==> config.mk <==
export PLATFORM = sky130hd
export DESIGN_NAME = instr_fetch
export DESIGN_NICKNAME = d
export VERILOG_FILES = /design/src/rtl/instr_fetch.sv
export SDC_FILE = /design/constraint.sdc
export NUM_CORES = 1
export LEC_CHECK = 0
export ABC_AREA = 1
export ABC_CLOCK_PERIOD_IN_PS = 1700
export BUFFER_PORTS_ARGS = -buffer_cell sky130_fd_sc_hd__clkbuf_2
export CAP_MARGIN = 20
export CORE_MARGIN = 2
export CORE_UTILIZATION = 50
export CTS_CLUSTER_DIAMETER = 120
export CTS_CLUSTER_SIZE = 30
export DETAILED_ROUTE_END_ITERATION = 7
export GPL_ROUTABILITY_DRIVEN = 1
export PLACE_DENSITY = 0.78
export SLEW_MARGIN = 20
export SYNTH_ARGS = -nofsm -noshare
export SYNTH_HDL_FRONTEND = slang
export SYNTH_SLANG_ARGS = --single-unit
==> constraint.sdc <==
create_clock -name clk -period 1.7 [get_ports clk]
set_clock_uncertainty 0.05 [all_clocks]
set_input_delay 0.085 -clock clk [delete_from_list [all_inputs] [get_ports clk]]
set_output_delay 0.085 -clock clk [all_outputs]
set_load 0.1 [all_outputs]
==> src/rtl/instr_fetch.sv <==
// -----------------------------------------------------------------------------
// instr_fetch
//
// Purpose:
//   Instruction fetch stage. The block holds a 32-bit fetch PC and drives it
//   onto a combinational instruction ROM. The returned word is captured, with
//   its PC, into a two-entry FIFO. The decode stage drains the FIFO through a
//   valid/ready handshake. A redirect flushes the FIFO and restarts fetch at a
//   new target. Because instr and instr_pc come only from registers, rom_data
//   has no combinational path to the decode side.
//
// Parameters:
//   MemSize       byte size of the instruction ROM (addresses alias modulo it)
//   ResetPc       first fetch address after reset
//   MemAddrWidth  derived ROM address width, $clog2(MemSize)
//
// Ports:
//   clk          in   clock, rising edge
//   reset_n      in   asynchronous active-low reset
//   rom_address  out  byte address into the instruction ROM
//   rom_data     in   ROM word at rom_address, same cycle
//   instr        out  instruction at the FIFO head
//   instr_pc     out  byte PC of instr
//   instr_valid  out  FIFO head holds a valid instruction
//   instr_ready  in   decode accepts the head this cycle
//   redirect     in   flush and restart fetch at redirect_pc
//   redirect_pc  in   redirect target byte PC
//   fetch_fault  out  sticky misaligned-redirect flag
//
// Configuration macro:
//   FETCH_MISALIGN_CHECK_EN  when defined, a redirect to a PC whose low two
//                            bits are non-zero sets fetch_fault, which holds
//                            until reset. When undefined, fetch_fault is tied
//                            low. In both builds the target is word-aligned
//                            by forcing the low two bits to zero.
// -----------------------------------------------------------------------------
module instr_fetch #(
  parameter int unsigned MemSize      = 'h0000_1000,
  parameter logic [31:0] ResetPc      = 32'h0000_0000,
  localparam int unsigned MemAddrWidth = $clog2(MemSize)
) (
  input  logic                    clk,
  input  logic                    reset_n,
  output logic [MemAddrWidth-1:0] rom_address,
  input  logic [31:0]             rom_data,
  output logic [31:0]             instr,
  output logic [31:0]             instr_pc,
  output logic                    instr_valid,
  input  logic                    instr_ready,
  input  logic                    redirect,
  input  logic [31:0]             redirect_pc,
  output logic                    fetch_fault
);

  // FIFO occupancy: no entries, one entry, or two entries.
  typedef enum logic [1:0] {
    EMPTY = 2'd0,
    ONE   = 2'd1,
    FULL  = 2'd2
  } fifo_state_t;

  fifo_state_t state;
  fifo_state_t state_next;

  logic [31:0] fetch_pc;
  logic [31:0] redirect_target;

  // Head entry (presented to decode) and tail entry (second slot).
  logic [31:0] head_instr;
  logic [31:0] head_pc;
  logic [31:0] tail_instr;
  logic [31:0] tail_pc;

  logic push;
  logic pop;

  // The ROM sees the low fetch_pc bits, so out-of-range PCs alias.
  assign rom_address = fetch_pc[MemAddrWidth-1:0];

  // A redirect always lands on a word boundary.
  assign redirect_target = {redirect_pc[31:2], 2'b00};

  // A redirect in the current cycle hides the head, even though the FIFO is
  // only flushed at the coming edge.
  assign instr_valid = (state != EMPTY) && !redirect;
  assign instr       = head_instr;
  assign instr_pc    = head_pc;

  // FIFO state register.
  always_ff @(posedge clk or negedge reset_n) begin
    if (!reset_n) begin
      state <= EMPTY;
    end else begin
      state <= state_next;
    end
  end

  // Handshake decode and occupancy next-state. A full FIFO can still accept
  // a new word in the same cycle that its head is popped, which gives
  // back-to-back throughput.
  always_comb begin
    state_next = state;
    pop        = instr_valid && instr_ready && !redirect;
    push       = !redirect && ((state != FULL) || pop);

    if (redirect) begin
      state_next = EMPTY;
    end else begin
      case (state)
        EMPTY: begin
          if (push) begin
            state_next = ONE;
          end
        end
        ONE: begin
          if (push && !pop) begin
            state_next = FULL;
          end else if (pop && !push) begin
            state_next = EMPTY;
          end
        end
        FULL: begin
          if (pop && !push) begin
            state_next = ONE;
          end
        end
        default: begin
          state_next = EMPTY;
        end
      endcase
    end
  end

  // Fetch PC. It advances on every push and wraps naturally at 2^32.
  always_ff @(posedge clk or negedge reset_n) begin
    if (!reset_n) begin
      fetch_pc <= ResetPc;
    end else if (redirect) begin
      fetch_pc <= redirect_target;
    end else if (push) begin
      fetch_pc <= fetch_pc + 32'd4;
    end
  end

  // FIFO storage. A new word goes into whichever slot is the tail for the
  // current occupancy. When a pop and a push happen together, the surviving
  // entry shifts toward the head. Entries are left untouched on a redirect,
  // because occupancy alone decides what is visible.
  always_ff @(posedge clk or negedge reset_n) begin
    if (!reset_n) begin
      head_instr <= 32'd0;
      head_pc    <= 32'd0;
      tail_instr <= 32'd0;
      tail_pc    <= 32'd0;
    end else if (!redirect) begin
      case (state)
        EMPTY: begin
          if (push) begin
            head_instr <= rom_data;
            head_pc    <= fetch_pc;
          end
        end
        ONE: begin
          if (push && pop) begin
            head_instr <= rom_data;
            head_pc    <= fetch_pc;
          end else if (push) begin
            tail_instr <= rom_data;
            tail_pc    <= fetch_pc;
          end
        end
        FULL: begin
          if (pop) begin
            head_instr <= tail_instr;
            head_pc    <= tail_pc;
            if (push) begin
              tail_instr <= rom_data;
              tail_pc    <= fetch_pc;
            end
          end
        end
        default: begin
        end
      endcase
    end
  end

`ifdef FETCH_MISALIGN_CHECK_EN
  // Sticky flag. Once a misaligned redirect is seen, only reset clears it.
  always_ff @(posedge clk or negedge reset_n) begin
    if (!reset_n) begin
      fetch_fault <= 1'b0;
    end else if (redirect && (redirect_pc[1:0] != 2'b00)) begin
      fetch_fault <= 1'b1;
    end
  end
`else
  // Alignment is silently enforced, so the low target bits carry no meaning.
  logic unused_redirect_lsbs;
  assign unused_redirect_lsbs = ^redirect_pc[1:0];
  assign fetch_fault          = 1'b0;
`endif

endmodule

# Yosys cells after proc, flatten, opt, wreduce, memory -nomap -nowiden
# Index checks and enable logic that the tools add are counted.
totals:
  ff_bits: 162
classes:
  add_sub_neg: 1
  n_eq_ne: 10
  n_mux: 24
  bitwise: 1
  reduce_logical: 19
op_table:
  columns: ["cell", "n"]
  rows:
  - ["32-bit 2-to-1 mux", 14]
  - ["32-bit one-hot mux with 3 select lines", 2]
  - ["32-bit one-hot mux with 2 select lines", 2]
  - ["32-bit by 3-bit adder with 32-bit output (second input constant)", 1]
  - ["2-bit 2-to-1 mux", 5]
  - ["2-bit inequality test (second input constant)", 5]
  - ["1-bit logical AND", 7]
  - ["3-bit inequality test (second input constant)", 2]
  - ["2-bit one-hot mux with 3 select lines", 1]
  - ["2-bit nonzero test", 3]
  - ["5-bit AND reduction", 1]
  - ["4-bit inequality test (second input constant)", 1]
  - ["4-bit AND reduction", 1]
  - ["1-bit logical NOT", 3]
  - ["3-bit AND reduction", 1]
  - ["3-bit nonzero test", 1]
  - ["2-bit by 1-bit == test with 1-bit output (second input constant)", 1]
  - ["2-bit == test (second input constant)", 1]
  - ["2-bit logical NOT", 1]
  - ["1-bit logical OR", 1]
  - ["1-bit NOT", 1]

# Logic depth before layout (Yosys ltp)
# Gate-level depths: netlist (run 1).
depth:
  word_depth: 12
  ltp_mapped: 10
  ltp_nobuf: 10

# Worst setup path after synthesis (run 1)
# Ideal clock, no wire load.
synth_path:
  kind: "flip-flop to output port"
  start: "register state[1]"
  end: "output port instr_valid"
  t_arrival_ps: 1934
  required_time_ps: 1565
  slack_ps: -369
  stages_incl_launch_ff: 3
  n_path_buf: 0
  cell_sequence: "dfrtp_1 > inv_2 > a21oi_1"
synth_via:
  elab_chain_len: 2
synth_rtl:
  columns: ["item", "line_no", "rtl"]
  rows:
  - ["from (decl)", "62", "fifo_state_t state;"]
  - ["from (signal assigned)", "94", "state <= state_next;"]
  - ["2-bit nonzero test", "85", "assign instr_valid = (state != EMPTY) && !redirect;"]
  - ["1-bit logical AND", "85", null]
  - ["to (decl)", "48", "output logic instr_valid,"]
# No other way between the ends.

# Final worst setup path (run 1)
layout_path:
  start: "register fetch_pc[6]"
  end: "output port rom_address[6]"
layout_rtl:
  columns: ["item", "line_no", "rtl"]
  rows:
  - ["from (decl)", "65", "logic [31:0] fetch_pc;"]
  - ["from (signal assigned)", "137", "fetch_pc <= ResetPc;"]
  - ["from (signal assigned)", "139", "fetch_pc <= redirect_target;"]
  - ["from (signal assigned)", "141", "fetch_pc <= fetch_pc + 32'd4;"]
  - ["to (decl)", "44", "output logic [MemAddrWidth-1:0] rom_address,"]
# No word-level cell between the ends.

==> results by group, run 1 <==
Outcome
  • Status: completed

Timing
  • Final setup fails: 0
  • Slew Limit Fails: 0
  • Relative slew slack: 61.3%
  • Fmax: 613 MHz
  • Slew @ Worst Pin: 0.584 ns
  • Fin crit period: 1.63 ns
  • Tcrit/Tclk final: 96.0%
  • Hold Fails Final Rpt: 0

Floorplan
  • Chip Height: 126 um
  • Placement Rows: 44
  • Core area: 14,600 um^2
  • Die area: 15,900 um^2
  • I/O pin cnt: 146
  • Starting Density: 51.2%
  • Die X: 126 um

Place
  • GP Congestion: 0.921
  • HPWL after DPL: 12,700 um
  • IO buf count: 138
  • Dpl cells: 1,262
  • Post-DP Area: 8500 um^2

Cells and area
  • Final net count: 1,238
  • Area Overhead vs Synth: 31.9%
  • Share of layout cells above drive strength 1: 20.1%
  • Fillcell total: 1,168
  • FF/Latch Area: 3910 um^2
  • Antenna fix cells: 0
  • Final Cell Area: 9850 um^2
  • Multi-input logic area: 3040 um^2
  • Final Non-Filler Cells: 1,366

Detailed routing
  • Post-DRT Antenna Nets: 0
  • Drt wl/cell: 14.6 um
  • DRT Pass-1 Iters: 5
  • Vias: 7,060
  • DR iter-0 viols: 618
  • DRC Markers: 0
  • Routed vias/inst: 5.17
  • Routed WL: 19,900 um

Clocking
  • Total CTS buffers: 17
  • Clock Path Buffers: 2
  • CTS tree: done
  • Clock sinks: 156
  • Skew-Pair Late Insertion Delay: 0.42 ns
  • H-tree levels: 4
  • Clock Tree Root: clkbuf_16
  • CTS clk-pin slew, worst paths: 0.06 ns

Job
  • Max-cap violations: 0

Logic synthesis
  • Top post-synthesis cells by count: nand2_1, dfrtp_1, nor2_1
  • Synth unique cells: 31
  • Post-synth EDFFs: 0
  • Top-count cell post-synth: nand2_1
  • Yosys warning count: 0
  • Mean area per synthesized cell: 7.74 um^2
  • Cell count after synthesis: 965
  • Synthesized flop and latch total: 156
  • Post-synth top area share: 52.2%
  • Area leader, netlist: dfrtp_1
  • Synth top area cells: dfrtp_1, nand2_1, nor2_1, a21oi_1, o21ai_0
  • Fraction of registers with async set/reset: 100%
  • Mapped cell area: 7470 um^2
  • Register area share after synthesis: 52.2%
  • Synth Flop Type: dfrtp_1

Power
  • Total Power: 13,400 uW
  • Static Leak: 0.00488 uW
  • Pwr dens: 1360 nW/um^2
  • Peak supply drop: 0.000716 V

Critical path
  • Crit. Startpoint: fetch_pc[6]
  • Reg-to-Reg Start: state[1]
  • CP Class: register to primary output
  • Worst r2r dst: tail_pc[19]
  • CP endpoint: rom_address[6]
  • Crit-path max FO: 5
  • Startpoint types: register
  • R2R Setup Slk: 0.10 ns
  • Cell count of the worst reg-to-reg path: 4
  • Critical path arrival: 1.50 ns
  • Endpoint class of the critical path: primary output
  • CP required: 1.56 ns

Global route
  • First-pass GRT wire length: 32,000 um
  • Total grt overflow: 0
  • Largest net degree at the start of global routing: 89
  • Gr usage total: 25.1%
  • Vias in the first global route: 6,642
  • Initial antenna violation count: 0

Hold path
  • Worst hold path class: primary input to register
[sequential cells by signal, indices dropped and copies added, names as in the netlist]
| signal | flops |
|---|---|
| state | 2 |
| instr_pc | 30 |
| fetch_pc | 30 |
| tail_instr | 32 |
| instr | 32 |
| tail_pc | 30 |
[metal layers]
| layer | global-route usage [%] | vias up | share of wire (%) |
|---|---|---|---|
| met2 | 40.5 | 265 | 47 |
| met4 | 7.30 | 0 | 2.0 |
| met1 | 34.2 | 3272 | 44 |
| li1 | - | 3492 | - |
| met3 | 5.95 | 31 | 6.6 |
| met5 | 0 | - | 0 |
[stage by stage]
stage,setup slack (ns),setup TNS [ns],hold WS (ns),util (%)
after floorplan,0.158,0,-0.261,-
after global placement,0.0579,0,0.00345,58.2
after detailed placement,0.0326,0,-0.00334,58.2
after CTS,0.00626,0,0.0106,66.5
after global routing,-0.00533,-0.0103,0.0948,67.5
final,0.0684,0,0.0713,67.5
[worst min path at each step]
stage                     start           end  slack (ns)  cells past startpoint
CTS                 instr_ready      state[0]        0.01                      3
global placement        reset_n     instr[19]       0.003                      1
detailed placement      reset_n     instr[19]      -0.003                      1
global route        instr_ready      state[0]        0.09                      3
finish              instr_ready      state[0]        0.07                      3
floorplan               reset_n  fetch_pc[10]       -0.26                      0
[where the power goes]
group | leakage, uW | internal (uW) | switching [uW]
Sequential | 0.00180 | 4570 | 497
Combinational | 0.00281 | 1030 | 3730
Clock | 0.000267 | 2020 | 1540
Total | 0.00488 | 7620 | 5760
[cell type report]
class                           instances  share of cell area [%]
Clock buffer                           19                    4.39
Clock inverter                         13                    1.19
Inverter                               76                    2.92
Multi-Input combinational cell        676                    30.9
Sequential cell                       156                    39.7
Tap cell                              184                    2.34
Timing Repair Buffer                  242                    18.6
[cell usage in the layout (no fill, tap or decap), drive strengths merged]
| cell | count |
|---|---|
| clkinvlp | 2 |
| nand3 | 38 |
| xor2 | 7 |
| ha | 1 |
| a211oi | 1 |
| xnor2 | 1 |
| nor2 | 154 |
| clkbuf | 156 |
| o21ai | 99 |
| nand2 | 246 |
| nor3 | 2 |
| buf | 40 |
| conb | 5 |
| clkinv | 9 |
| o22ai | 2 |
| inv | 77 |
| or2 | 1 |
| o221ai | 1 |
| a21oi | 109 |
| nand4 | 4 |
| a31oi | 2 |
| dlygate4sd3 | 65 |
| bufinv | 1 |
| o211ai | 3 |
| dfrtp | 156 |
[cells by family after synthesis]
group           synth area share [%]
simple gates                    23.3
compound gates                  14.9
flops                           52.2
buf+inv                         8.41
xor+xnor                       0.938
fa+ha+maj                      0.167
other cells                   0.0502
[critical path, stage by stage (launching register included)]
cell      delay (ns)
dfrtp_1         0.43
buf_4           0.16
clkbuf_2        0.47
[repair_timing]
item,4_1_cts,5_1_grt
gates resized for setup,1,29
hold buffers,65,0
gates cloned,0,2
buffers inserted,0,5
setup endpoints to repair,1,87
hold endpoints to repair,251,0
pin swaps,0,2
Note: power is estimated with default switching activity, not from simulation.
==> inputs of run 2 (changes only) <==
CELL_PAD_IN_SITES_DETAIL_PLACEMENT = 0   (was unset)
CELL_PAD_IN_SITES_GLOBAL_PLACEMENT = 1   (was unset)
CORE_UTILIZATION = 36   (was 50)
PLACE_DENSITY = 0.77   (was 0.78)
==> run 2 against run 1 <==
  * Die area increased by 38%
  * Combinational power about the same
  * First-iteration DRC count decreased by 39%
  * Sequential cell count unchanged
  * Via count decreased by 4.1%
  * Non-clock buffer count increased by 4
  * Clock-buffer cell count decreased by 1
  * Wire length increased by 2.8%
  * Register-to-register slack about the same
  * Hold slack got worse by 0.0019 ns
  * Global-route usage decreased by 6.2 points
  * Highest routed layer unchanged
  * Sequential power decreased by 0.8%
==> results by group, run 2 (same netlist as run 1, synthesis figures left out) <==
Timing
  • Tcrit/Tclk final: 93.9% (was 96.0%)
  • Fin crit period: 1.60 ns (was 1.63 ns)
  • Hold Fails Final Rpt: 0 (unchanged)
  • Fmax: 627 MHz (was 613 MHz)
  • Final setup TNS: 0 ns (unchanged)
  • Slew @ Worst Pin: 0.599 ns (was 0.584 ns)
  • Final setup fails: 0 (unchanged)
  • Slew Limit Fails: 0 (unchanged)
  • Worst setup margin: 0.104 ns (was 0.0684 ns)
  • Relative slew slack: 60.2% (was 61.3%)

Place
  • Pre-CTS WS: 0.0620 ns (was 0.0326 ns)
  • HPWL after DPL: 14,000 um (was 12,700 um)
  • IO buf count: 138 (unchanged)
  • Dpl cells: 1,354 (was 1,262)
  • GP Congestion: 0.903 (was 0.921)

Critical path
  • Critical path arrival: 1.46 ns (was 1.50 ns)
  • Reg-to-Reg Start: state[1] (unchanged)
  • Startpoint types: register (unchanged)
  • Endpoint class of the critical path: primary output (unchanged)
  • CP endpoint: rom_address[11] (was rom_address[6])
  • R2R Setup Slk: 0.11 ns (was 0.10 ns)
  • Cell count of the worst reg-to-reg path: 7 (was 4)
  • CP Class: register to primary output (unchanged)
  • Crit. Startpoint: fetch_pc[11] (was fetch_pc[6])
  • Worst r2r dst: instr[21] (was tail_pc[19])
  • CP required: 1.56 ns (about the same)
  • Crit-path max FO: 5 (unchanged)

Floorplan
  • I/O pin cnt: 146 (unchanged)
  • Starting Density: 36.8% (was 51.2%)
  • Core area: 20,300 um^2 (was 14,600 um^2)
  • Die area: 21,900 um^2 (was 15,900 um^2)
  • Placement Rows: 52 (was 44)
  • Die X: 148 um (was 126 um)
  • Chip Height: 148 um (was 126 um)

Hold path
  • Worst hold path class: primary input to register (unchanged)

Global route
  • Vias in the first global route: 6,287 (was 6,642)
  • Gr usage total: 18.9% (was 25.1%)
  • First-pass GRT wire length: 32,700 um (was 32,000 um)
  • Initial antenna violation count: 0 (unchanged)
  • Largest net degree at the start of global routing: 102 (was 89)
  • Total grt overflow: 0 (unchanged)

Cells and area
  • Fillcell total: 2,047 (was 1,168)
  • Antenna fix cells: 0 (unchanged)
  • Final Non-Filler Cells: 1,455 (was 1,366)
  • Most common cell after layout, fill and taps aside: nand2_1 (unchanged)
  • Most frequent cells in the layout: nand2_1, dfrtp_1, nor2_1 (unchanged)
  • Final net count: 1,241 (was 1,238)
  • Area Overhead vs Synth: 34.0% (was 31.9%)
  • Share of layout cells above drive strength 1: 20.3% (was 20.1%)

Clocking
  • H-tree levels: 4 (unchanged)
  • CTS clk-pin slew, worst paths: 0.07 ns (was 0.06 ns)
  • Clock Tree Root: clkbuf_16 (unchanged)
  • Clock Path Buffers: 2 (unchanged)
  • Total CTS buffers: 17 (unchanged)
  • Clock sinks: 156 (unchanged)
  • CTS tree: done (unchanged)
  • Skew-Pair Late Insertion Delay: 0.43 ns (was 0.42 ns)

Detailed routing
  • DRC Markers: 0 (unchanged)
  • Routed vias/inst: 4.65 (was 5.17)
  • DR iter-0 viols: 377 (was 618)
  • DRT Pass-1 Iters: 5 (unchanged)
  • Vias: 6,770 (was 7,060)
  • Drt wl/cell: 14.0 um (was 14.6 um)
  • Routed WL: 20,400 um (was 19,900 um)
  • Post-DRT Antenna Nets: 0 (unchanged)

Power
  • Static Leak: 0.00493 uW (was 0.00488 uW)
  • Pwr dens: 1370 nW/um^2 (was 1360 nW/um^2)
  • Peak supply drop: 0.000679 V (was 0.000716 V)

Outcome
  • Status: completed (unchanged)

Job
  • Max-cap violations: 0 (unchanged)
run 2: metrics by stage:
| stage | total power (uW) | utilization, % | hold slack (ns) | cell area, um^2 |
|---|---|---|---|---|
| final | 13700 | 49.3 | 0.0694 | 10000 |
| after global routing | 14400 | 49.3 | 0.0654 | 10000 |
| after CTS | 13800 | 48.7 | 0.0491 | 9900 |
| after detailed placement | 9680 | 42.6 | 0.0440 | 8650 |
| after global placement | 9600 | 42.6 | 0.0452 | 8650 |
| after floorplan | 8660 | - | -0.261 | 7490 |
run 2: area by class of cell:
class	count	area [um^2]	area share (%)
Clock inverter	14	168	1.67
Clock buffer	18	439	4.39
Inverter	76	285	2.85
Timing Repair Buffer	246	1860	18.6
Sequential cell	156	3910	39.0
Tap cell	270	338	3.37
Multi-Input combinational cell	675	3010	30.1
run 2: metal layers:
metal / vias to the layer above / wire (um) / track usage, %
met5: - / 0 / 0
met4: 0 / 117 / 4.43
met2: 151 / 9660 / 30.6
li1: 3495 / - / -
met3: 9 / 935 / 4.29
met1: 3115 / 9720 / 25.9
run 2: worst min path at each step:
| stage | start | slack, ns | end | depth (start not counted) |
|---|---|---|---|---|
| after global routing | instr_ready | 0.07 | state[0] | 3 |
| after CTS | instr_ready | 0.05 | state[0] | 3 |
| after floorplan | reset_n | -0.26 | fetch_pc[10] | 0 |
| after global placement | reset_n | 0.05 | tail_instr[3] | 2 |
| final | instr_ready | 0.07 | state[0] | 3 |
| after detailed placement | reset_n | 0.04 | instr[3] | 2 |
run 2: what timing repair did:
action | CTS | global route
hold endpoints to repair | 251 | 0
hold buffers | 64 | 0
resized for setup | 0 | 19
setup endpoints to repair | 0 | 77
setup buffers | 0 | 4
run 2: where the power goes:
part	switching (uW)	leakage, uW	internal [uW]	total, uW
clock	1690	0.000294	2260	3950
sequential	463	0.00181	4560	5020
combinational	3700	0.00283	1040	4740
total	5850	0.00493	7870	13700
run 2: critical path, cell delays in order, from the launching register on:
cell and delay [ns]:
dfrtp_2 0.44, buf_4 0.15, clkbuf_2 0.45
==> inputs of run 3 (changes only) <==
PLACE_DENSITY = 0.85   (was 0.77)
==> run 3 against run 2 <==
  * Global-route usage is 0.32 points lower
  * Non-clock buffer count stayed put
  * Hold slack better by 0.0045 ns
  * Sequential power hardly changed
  * Sequential share of layout area is 0.083 points higher
  * Largest cell class unchanged
  * Highest routed layer unchanged
==> results by group, run 3 (same netlist as run 1, synthesis figures left out) <==
Critical path
  • Startpoint types: register (unchanged)
  • Crit-path max cell delay: 0.51 ns (was 0.45 ns)
  • CP Cell Sequence: inv_2, a21oi_2, buf_4 (was buf_4, clkbuf_2)
  • CP Class: register to primary output (unchanged)
  • CP required: 1.56 ns (about the same)
  • Critical path arrival: 1.45 ns (was 1.46 ns)
  • Crit-path max FO: 5 (unchanged)
  • Endpoint class of the critical path: primary output (unchanged)
  • Slowest stage cell, crit path: dfrtp_1 (was clkbuf_2)

Detailed routing
  • DRT Pass-1 Iters: 5 (unchanged)
  • Drt wl/cell: 13.9 um (was 14.0 um)
  • DRC Markers: 0 (unchanged)
  • Routed WL: 20,200 um (was 20,400 um)
  • Post-DRT Antenna Nets: 0 (unchanged)
  • Vias: 6,823 (was 6,770)
  • DR iter-0 viols: 459 (was 377)
  • Routed vias/inst: 4.69 (was 4.65)

Cells and area
  • Final net count: 1,241 (unchanged)
  • Most frequent cells in the layout: nand2_1, dfrtp_1, nor2_1 (unchanged)
  • Area Overhead vs Synth: 33.6% (was 34.0%)
  • Fillcell total: 2,012 (was 2,047)
  • Antenna fix cells: 0 (unchanged)
  • FF/Latch Area: 3910 um^2 (about the same)
  • Multi-input logic area: 3000 um^2 (was 3010 um^2)
  • Utilization after layout: 49.2% (was 49.3%)
  • Most common cell after layout, fill and taps aside: nand2_1 (unchanged)
  • Share of layout cells above drive strength 1: 19.7% (was 20.3%)

Floorplan
  • Chip Height: 148 um (unchanged)
  • Die X: 148 um (unchanged)
  • Starting Density: 36.8% (unchanged)
  • I/O pin cnt: 146 (unchanged)
  • Die area: 21,900 um^2 (unchanged)
  • Placement Rows: 52 (unchanged)
  • Core area: 20,300 um^2 (unchanged)

Timing
  • Fmax: 632 MHz (was 627 MHz)
  • RSZ-0062 raised after global routing: false
  • Slew @ Worst Pin: 0.589 ns (was 0.599 ns)
  • Fin crit period: 1.58 ns (was 1.60 ns)
  • Final setup TNS: 0 ns (unchanged)
  • Relative slew slack: 60.9% (was 60.2%)
  • Slew Limit Fails: 0 (unchanged)
  • Final setup fails: 0 (unchanged)
  • Tcrit/Tclk final: 93.1% (was 93.9%)
  • Hold Fails Final Rpt: 0 (unchanged)

Global route
  • First-pass GRT wire length: 32,100 um (was 32,700 um)
  • Total grt overflow: 0 (unchanged)
  • Vias in the first global route: 6,127 (was 6,287)
  • Initial antenna violation count: 0 (unchanged)
  • Largest net degree at the start of global routing: 103 (was 102)
  • Gr usage total: 18.6% (was 18.9%)

Clocking
  • CTS tree: done (unchanged)
  • Clock Tree Root: clkbuf_16 (unchanged)
  • H-tree levels: 4 (unchanged)
  • Skew-Pair Late Insertion Delay: 0.42 ns (was 0.43 ns)
  • CTS clk-pin slew, worst paths: 0.06 ns (was 0.07 ns)
  • Clock sinks: 156 (unchanged)
  • Clock Path Buffers: 2 (unchanged)
  • Total CTS buffers: 17 (unchanged)

Hold path
  • Worst hold path class: primary input to asynchronous set/reset pin (was primary input to register)

Place
  • IO buf count: 138 (unchanged)
  • HPWL after DPL: 13,900 um (was 14,000 um)
  • GP Congestion: 0.902 (was 0.903)

Power
  • Static Leak: 0.00491 uW (was 0.00493 uW)
  • Pwr dens: 1380 nW/um^2 (was 1370 nW/um^2)
  • Total Power: 13,800 uW (was 13,700 uW)
  • Peak supply drop: 0.000651 V (was 0.000679 V)

Outcome
  • Status: completed (unchanged)

Job
  • Max-cap violations: 0 (unchanged)
## run 3: cell types whose count changed in the layout (fill, tap and decap cells not counted), moves of 2 or more
cell	change
inv_8	-2
clkinvlp_4	+2
bufinv_16	+2
dfrtp_2	-2
dfrtp_1	+2
inv_6	-7
buf_12	+2
buf_16	-3
clkbuf_1	+2
## run 3: final timing paths
check,startpoint,to,slack (ns),cells after the start
worst min-delay path,reset_n,tail_instr[2],0.07,2
worst max-delay path,state[1],instr_valid,0.12,3
worst max register to register,fetch_pc[7],fetch_pc[28],0.12,9
min in group clk,redirect_pc[8],fetch_pc[8],0.36,4
max in group asynchronous,reset_n,fetch_pc[27],0.89,3
worst min register to register,tail_instr[21],tail_instr[21],0.43,2
## run 3: worst max-delay path, delay by kind of cell (launching register included)
| family | cells | cell delay (ns) |
|---|---|---|
| buf+inv | 2 | 0.38 |
| flops | 1 | 0.51 |
| compound gates | 1 | 0.14 |
## run 3: through the flow
| stage | hold WS (ns) | instance area, um^2 | instances | worst slack [ns] |
|---|---|---|---|---|
| 2_1_floorplan | -0.261 | 7490 | 969 | 0.158 |
| 3_3_place_gp | -0.0440 | 8650 | 1357 | 0.00866 |
| 3_5_place_dp | -0.0431 | 8650 | 1357 | 0.0279 |
| 4_1_cts | 0.0738 | 9920 | 1453 | 0.0379 |
| 5_1_grt | 0.0884 | 9990 | 1454 | 0.00164 |
| 6_report | 0.0739 | 9990 | 1454 | 0.117 |
## run 3: area by class of cell
| type | instances | share of cell area, % |
|---|---|---|
| Timing Repair Buffer | 246 | 18.3 |
| Multi-Input combinational cell | 675 | 30.1 |
| Sequential cell | 156 | 39.1 |
| Inverter | 76 | 2.86 |
| Clock buffer | 21 | 4.61 |
| Tap cell | 270 | 3.38 |
| Clock inverter | 10 | 1.64 |
## run 3: routing by layer
| metal | share of wire [%] | GRT usage [%] |
|---|---|---|
| met5 | 0 | 0 |
| met4 | 1.4 | 5.33 |
| met3 | 3.9 | 3.47 |
| met2 | 47 | 29.7 |
| met1 | 48 | 25.9 |
## run 3: what timing repair did
item | CTS | global route
setup buffers | 0 | 0
resized for setup | 1 | 15
endpoints found under the hold margin | 252 | 0
gates cloned | 0 | 1
endpoints found under the setup margin | 1 | 39
pin swaps | 0 | 0
hold buffers | 65 | 0
## run 3: report_power, final
part | switching (uW) | total, uW | internal, uW
clock network | 1540 | 4070 | 2530
logic | 3690 | 4710 | 1020
registers | 453 | 5020 | 4560
